[src/rtl/instr_fetch.sv]
// Instruction fetch stage: pc register, imem handshake, IF/ID pipeline register.
// A skid register catches a returned word while decode stalls; DISCARD drains a stale request.
module instr_fetch (
  input  logic        clk,
  input  logic        rst,
  input  logic        pc_en,
  input  logic        pc_src,
  input  logic [31:0] branch_target,
  input  logic        jump,
  input  logic [25:0] jump_index,
  input  logic        flush,
  output logic        imem_req,
  output logic [31:0] imem_addr,
  input  logic        imem_ready,
  input  logic [31:0] imem_rdata,
  output logic [31:0] if_id_inst,
  output logic [31:0] if_id_pc4,
  output logic        if_id_valid,
  output logic [5:0]  opcode
);

  typedef enum logic [1:0] {IDLE, FETCH, HOLD, DISCARD} state_t;

  state_t      state, state_n;
  logic [31:0] pc, pc_n;
  logic [31:0] skid, skid_n;
  logic [31:0] oaddr, oaddr_n;
  logic [31:0] inst_n, pc4_n;
  logic        valid_n;

  logic        redirect;
  logic [31:0] target;
  logic [31:0] pc_plus4;
  logic        load;
  logic [31:0] load_word;

  assign redirect = jump | pc_src;
  assign target   = jump ? {if_id_pc4[31:28], jump_index, 2'b00} : branch_target;
  assign pc_plus4 = pc + 32'd4;

  // DISCARD keeps presenting the abandoned address until memory answers it
  assign imem_req  = (state == FETCH) || (state == DISCARD);
  assign imem_addr = (state == DISCARD) ? oaddr : pc;
  assign opcode    = if_id_inst[31:26];

  always_comb begin
    state_n   = state;
    pc_n      = pc;
    skid_n    = skid;
    oaddr_n   = oaddr;
    inst_n    = if_id_inst;
    pc4_n     = if_id_pc4;
    valid_n   = if_id_valid;
    load      = 1'b0;
    load_word = imem_rdata;

    case (state)
      IDLE: state_n = FETCH;
      FETCH: begin
        if (redirect) begin
          pc_n = target;
          if (!imem_ready) begin
            oaddr_n = pc;
            state_n = DISCARD;
          end
        end else if (imem_ready) begin
          if (pc_en) begin
            load      = 1'b1;
            load_word = imem_rdata;
            pc_n      = pc_plus4;
          end else begin
            skid_n  = imem_rdata;
            state_n = HOLD;
          end
        end
      end
      HOLD: begin
        if (redirect) begin
          pc_n    = target;
          state_n = FETCH;
        end else if (pc_en) begin
          load      = 1'b1;
          load_word = skid;
          pc_n      = pc_plus4;
          state_n   = FETCH;
        end
      end
      DISCARD: begin
        if (redirect) pc_n = target;
        if (imem_ready) state_n = FETCH;
      end
      default: state_n = IDLE;
    endcase

    if (load && !flush) begin
      inst_n  = load_word;
      pc4_n   = pc_plus4;
      valid_n = 1'b1;
    end

    // Redirects in IDLE are ignored entirely, so they do not squash IF/ID either
    if (flush || (redirect && state != IDLE)) begin
      inst_n  = 32'h0;
      valid_n = 1'b0;
    end
  end

  always_ff @(posedge clk) begin
    if (rst) begin
      state       <= IDLE;
      pc          <= 32'h0;
      skid        <= 32'h0;
      oaddr       <= 32'h0;
      if_id_inst  <= 32'h0;
      if_id_pc4   <= 32'h0;
      if_id_valid <= 1'b0;
    end else begin
      state       <= state_n;
      pc          <= pc_n;
      skid        <= skid_n;
      oaddr       <= oaddr_n;
      if_id_inst  <= inst_n;
      if_id_pc4   <= pc4_n;
      if_id_valid <= valid_n;
    end
  end

endmodule

[config.mk]
export PLATFORM = sky130hd
export DESIGN_NAME = instr_fetch
export DESIGN_NICKNAME = d
export VERILOG_FILES = /design/src/rtl/instr_fetch.sv
export SDC_FILE = /design/constraint.sdc
export NUM_CORES = 1
export LEC_CHECK = 0
export ABC_AREA = 1
export BUFFER_PORTS_ARGS = -buffer_cell sky130_fd_sc_hd__clkbuf_2
export CAP_MARGIN = 20
export CORE_MARGIN = 2
export CORE_UTILIZATION = 40
export CTS_CLUSTER_DIAMETER = 60
export DETAILED_ROUTE_END_ITERATION = 7
export GPL_ROUTABILITY_DRIVEN = 1
export HOLD_SLACK_MARGIN = 0.1
export REMOVE_ABC_BUFFERS = 1
export SYNTH_ARGS = -nofsm -noshare
export SYNTH_HDL_FRONTEND = slang
export SYNTH_SLANG_ARGS = --single-unit
[constraint.sdc]
create_clock -name clk -period 2 [get_ports clk]
set_clock_uncertainty 0.05 [all_clocks]
set_input_delay 0.1 -clock clk [delete_from_list [all_inputs] [get_ports clk]]
set_output_delay 0.1 -clock clk [all_outputs]
set_load 0.02 [all_outputs]
## Word level (Yosys, flattened, before mapping)

Cells that the tools add are included.

| word-level totals | value |
|---|---|
| bits in registers | 163 |
| bits in latches | 0 |
| bits in writable memories | 0 |
| ROM bits | 0 |
| input port bits | 97 |
| output and inout port bits | 104 |
| logic and storage cells | 57 |
| memories kept | 0 |

| cells by class | value |
|---|---|
| add/subtract/negate cells | 1 |
| multiply operators | 0 |
| divide/modulo/power cells | 0 |
| order comparisons | 0 |
| equality and inequality tests | 9 |
| shift-type cells | 0 |
| muxes and demuxes | 24 |
| bitwise gates (word level) | 3 |
| reduce and logical (&&, ||, !) cells | 13 |

Operators by type and width:

| kind | number |
|---|---|
| 32-bit two-way mux | 10 |
| 32-bit case mux with 3 select lines | 1 |
| 32-bit by 3-bit adder with 32-bit output, second input constant | 1 |
| 2-bit two-way mux | 7 |
| 3-bit != test, second input constant | 4 |
| 3-bit AND reduction | 3 |
| 2-bit case mux with 4 select lines | 1 |
| 5-bit AND reduction | 1 |
| 2-bit == test, second input constant | 2 |
| 1-bit two-way mux | 4 |
| 2-bit != test, second input constant | 2 |
| 3-bit nonzero test | 1 |
| 2-bit by 1-bit == test with 1-bit output, second input constant | 1 |
| 1-bit logical AND | 2 |
| 2-bit logical NOT | 1 |
| 1-bit logical OR | 2 |
| 1-bit NOT | 2 |
| 1-bit case mux with 2 select lines | 1 |
| 2-bit nonzero test | 1 |
| 2-bit OR reduction | 1 |
| 1-bit logical NOT | 1 |
| 1-bit OR | 1 |

## Longest topological paths before layout

| depth | value |
|---|---|
| depth in word-level cells | 5 |
| mapped depth | 11 |

## Worst setup path before layout

OpenSTA, ideal clock, no wires.

| path | value |
|---|---|
| path type | register to register |
| from | reg state[0] |
| to | reg if_id_pc4[21] |
| library setup time | 115 ps |
| data arrival time | 1,473 ps |
| slack | 361 ps |
| cell stages (with the launch flop) | 10 |
| path buffers | 1 |
| period minus slack after synthesis | 1,639 ps |
| cell sequence | dfxtp_1 > inv_1 > ha_1 > nand2_1 > nor2_1 > a21boi_2 > inv_2 > clkbuf_1 > o21ai_0 > inv_1 |

| between the ends | value |
|---|---|
| cells in the longest elaborated chain, start to end | 3 |

Ends and longest elaborated chain:

| element | line | text |
|---|---|---|
| start, declared | 24 | `state_t state, state_n;` |
| start signal, assigned | 118 | `state <= state_n;` |
| 2-bit == test or 2-bit by 1-bit == test with 1-bit output (tied branches) | 57 | `case (state)` |
| 1-bit case mux with 2 select lines * | 57 |  |
| 1-bit logical AND * | 95 | `if (load && !flush) begin` |
| end signal, assigned | 123 | `if_id_pc4 <= pc4_n;` |
| end, declared | 17 | `output logic [31:0] if_id_pc4,` |

Mark *: on every way between the ends. The rest lies on a longest branch, timed or not.
A chain may end at the register's enable or synchronous reset.

## Worst setup path after layout

| path | value |
|---|---|
| from | reg state[0] |
| to | out imem_addr[23] |

| between the ends | value |
|---|---|
| cells in the longest elaborated chain, start to end | 2 |

Ends and longest elaborated chain:

| element | line | text |
|---|---|---|
| 2-bit == test | 43 | `assign imem_addr = (state == DISCARD) ? oaddr : pc;` |
| 32-bit two-way mux | 43 |  |
| end, declared | 13 | `output logic [31:0] imem_addr,` |

Every way passes these cells.

==> flow_summary.toml <==
[critical_path]
required_ns = 1.85
reg2reg_from = "state[0]"
critPathCaptureType = "primary output"
arrival_ns = 1.77
cp-start-kind = "flop"
path_cells = "ha_2, buf_12, o21ai_0, clkbuf_2"
slowest_delay_ns = 0.38
reg2reg_setup_slack_ns = 0.15
rr_endpoint = "if_id_pc4[19]"
rr_worst_depth = 9
cp_slowest_cell = "o21ai_0"
cp_max_fo = 25
critPathKind = "reg2out"

[clock_network]
htree_num_levels = 4
cts_inserted_buffers = 17
clkSinkCount = 163
clk_path_buf_depth = 2
clk_pin_slew_ns = 0.06
tritoncts = "built"
root_buffer = "clkbuf_16"
worstSkewPairLatency_ns = 0.42

[worst_hold_path]
min_from = "branch_target[4]"
hold_end = "pc[4]"
hold_class = "in2reg"
min_path_cells = 5

[layout]
final_cell_mix = "nand2_1, clkbuf_2, dfxtp_1"
final_common_cell = "nand2_1"
nFillCells = 2001
area_growth_pct = 34.7
n_antenna_cell = 0
nets = 1602
multi_input_area_mm2 = 0.00426
layout-drive-gt1-share_pct = 19.1
regArea_mm2 = 0.00326

[timing]
hold_viol_final = 0
rsz0062_at_grt = "false"
setup_viol = 0
fmax_mhz = 522
finalCriticalPeriod_ns = 1.92
fin_hold_ws_ns = 0.119
fin_setup_tns_ns = 0
slew_headroom_pct = 52.5
post-route-period-util_pct = 95.8
drv_slew = 0
tightest_slew_ns = 0.713

[global_routing]
grt_max_degree = 65
grt_pass1_vias = 7818
grt_util_all_layers_pct = 22.9
grt_pass1_wl_um = 40200
overflow = 0
antenna_found_initial = 0

[placement]
dp_hpwl_um = 17400
portBuffers = 200
gp_congestion = 0.862

[power_and_ir_drop]
switchingPower_mw = 2.70
comb_power_share_pct = 21.0
p_clk_share_pct = 37.5
switching_share_pct = 30.6
p_leak_nw = 5.03
ir_drop_v = 0.000593
internal-power_mw = 6.13
power_density_mw_per_mm2 = 791
seq_power_share_pct = 41.5

[yosys]
syn-cell-area_mm2 = 0.00829
ys_seq_area_share_pct = 39.3
synth_cell_types = 30
synth-xor-area-share_pct = 1.16
ys_seq_elements = 163
synth_mux_area_share_pct = 3.86
syn_avg_cell_area_um2 = 6.68
synth_cells = 1241
synth_top_family_by_area = "simple AND/OR/NAND/NOR gates"
synth_adder_area_share_pct = 0.905
synth_compound_area_share_pct = 21.5
synth_warnings = 0
synthSimpleGateAreaFrac_pct = 23.7

[route]
wire_per_inst_um = 14.5
drt-initial-drc-count = 548
wirelength_um = 25900
antenna_left = 0
drc = 0
vias_per_cell = 4.88
first_pass_iters = 5
vias = 8697

[status]
outcome = "complete, no violations"

[floorplan]
dieWidth_um = 148
die_height_um = 148
die_area_mm2 = 0.0219
core_area_mm2 = 0.0203
io_pins = 201
rows = 52
start_util_pct = 40.9

[run]
maxCapViolations = 0
stage by stage:
stage | utilization (%) | total power, mW | setup WS [ns] | instances | area (µm²)
2_1_floorplan | - | 4.67 | -2.29 | 1156 | 7910
3_3_place_gp | 47.5 | 5.41 | 0.180 | 1663 | 9650
3_5_place_dp | 47.5 | 5.42 | 0.144 | 1663 | 9650
4_1_cts | 54.7 | 8.87 | 0.000492 | 1779 | 11100
5_1_grt | 55.0 | 9.24 | 0.00339 | 1781 | 11200
6_report | 55.0 | 8.83 | 0.0834 | 1781 | 11200
critical path: cells and delay by family (launching register included):
family,cells,cell delay (ns)
AOI/OAI and AO/OA,1,0.38
adders and majority gates,1,0.21
buffers and inverters,2,0.42
DFF,1,0.33
cell type report:
cell class | count | share of cell area (%)
Sequential cell | 163 | 29.2
Multi-Input combinational cell | 885 | 38.1
Inverter | 108 | 3.63
Clock inverter | 11 | 1.15
Clock buffer | 20 | 4.18
Tap cell | 270 | 3.02
Timing Repair Buffer | 324 | 20.7
power groups by stage:
stage          Clock, mW  Combinational, mW  Sequential (mW)
2_1_floorplan          0              0.979             3.69
3_3_place_gp           0               1.68             3.72
3_5_place_dp           0               1.69             3.73
4_1_cts             3.37               1.85             3.66
5_1_grt             3.48               2.07             3.69
6_report            3.31               1.86             3.66
registers in the layout, summed over array words and instances (netlist names):
signal and cells:
skid 32, if_id_inst 32, oaddr 32, if_id_pc4 32
state 2, if_id_valid 1, pc 32
cell usage after synthesis, drive strengths merged:
cell	n	share of area (%)
o211ai	7	0.63
o21a	1	0.091
o31ai	1	0.091
ha	6	0.91
buf	31	2.2
xor2	10	1.1
nand4	1	0.075
clkbuf	54	2.5
nor2	138	6.5
a21o	2	0.18
nand2	330	15
nand3	27	1.6
o21ai	165	10
a31oi	1	0.075
dfxtp	163	39
mux2i	32	3.9
or2	6	0.45
inv	108	4.9
a21oi	122	7.4
a21boi	2	0.23
a211oi	32	2.9
nor3	1	0.060
xnor2	1	0.11
metal layers:
metal / global-route usage [%] / wire length, µm / up-vias
met3: 3.30 / 1300 / 21
met4: 6.71 / 315 / 0
met1: 32.6 / 12600 / 3910
met5: 0 / 0 / -
li1: - / - / 4532
met2: 36.3 / 11600 / 234
logic make-up (layout without fill, tap and decap cells):
kind of cell    count (synthesis)  count (layout)
xor+xnor                       11              11
compound gates                333             333
flops                         163             163
simple gates                  503             503
mux                            32              32
fa+ha+maj                       6               6
buf+inv                       193             463
worst max path at each step:
stage,end,slack [ns],start
floorplan,if_id_pc4[5],-2.29,state[0]
global placement,state[0],0.18,state[0]
detailed placement,if_id_inst[8],0.14,state[1]
CTS,imem_addr[7],0.0005,state[1]
global route,if_id_pc4[29],0.003,state[1]
finish,imem_addr[23],0.08,state[0]
repair_timing:
| item | CTS | global route |
|---|---|---|
| hold buffers | 85 | 0 |
| setup endpoints to repair | 11 | 68 |
| buffers inserted | 0 | 1 |
| hold endpoints to repair | 96 | 0 |
| gates resized for setup | 3 | 13 |
| pin swaps | 0 | 1 |
| gates cloned | 0 | 1 |
No activity file was read; power rests on OpenSTA's default activity.
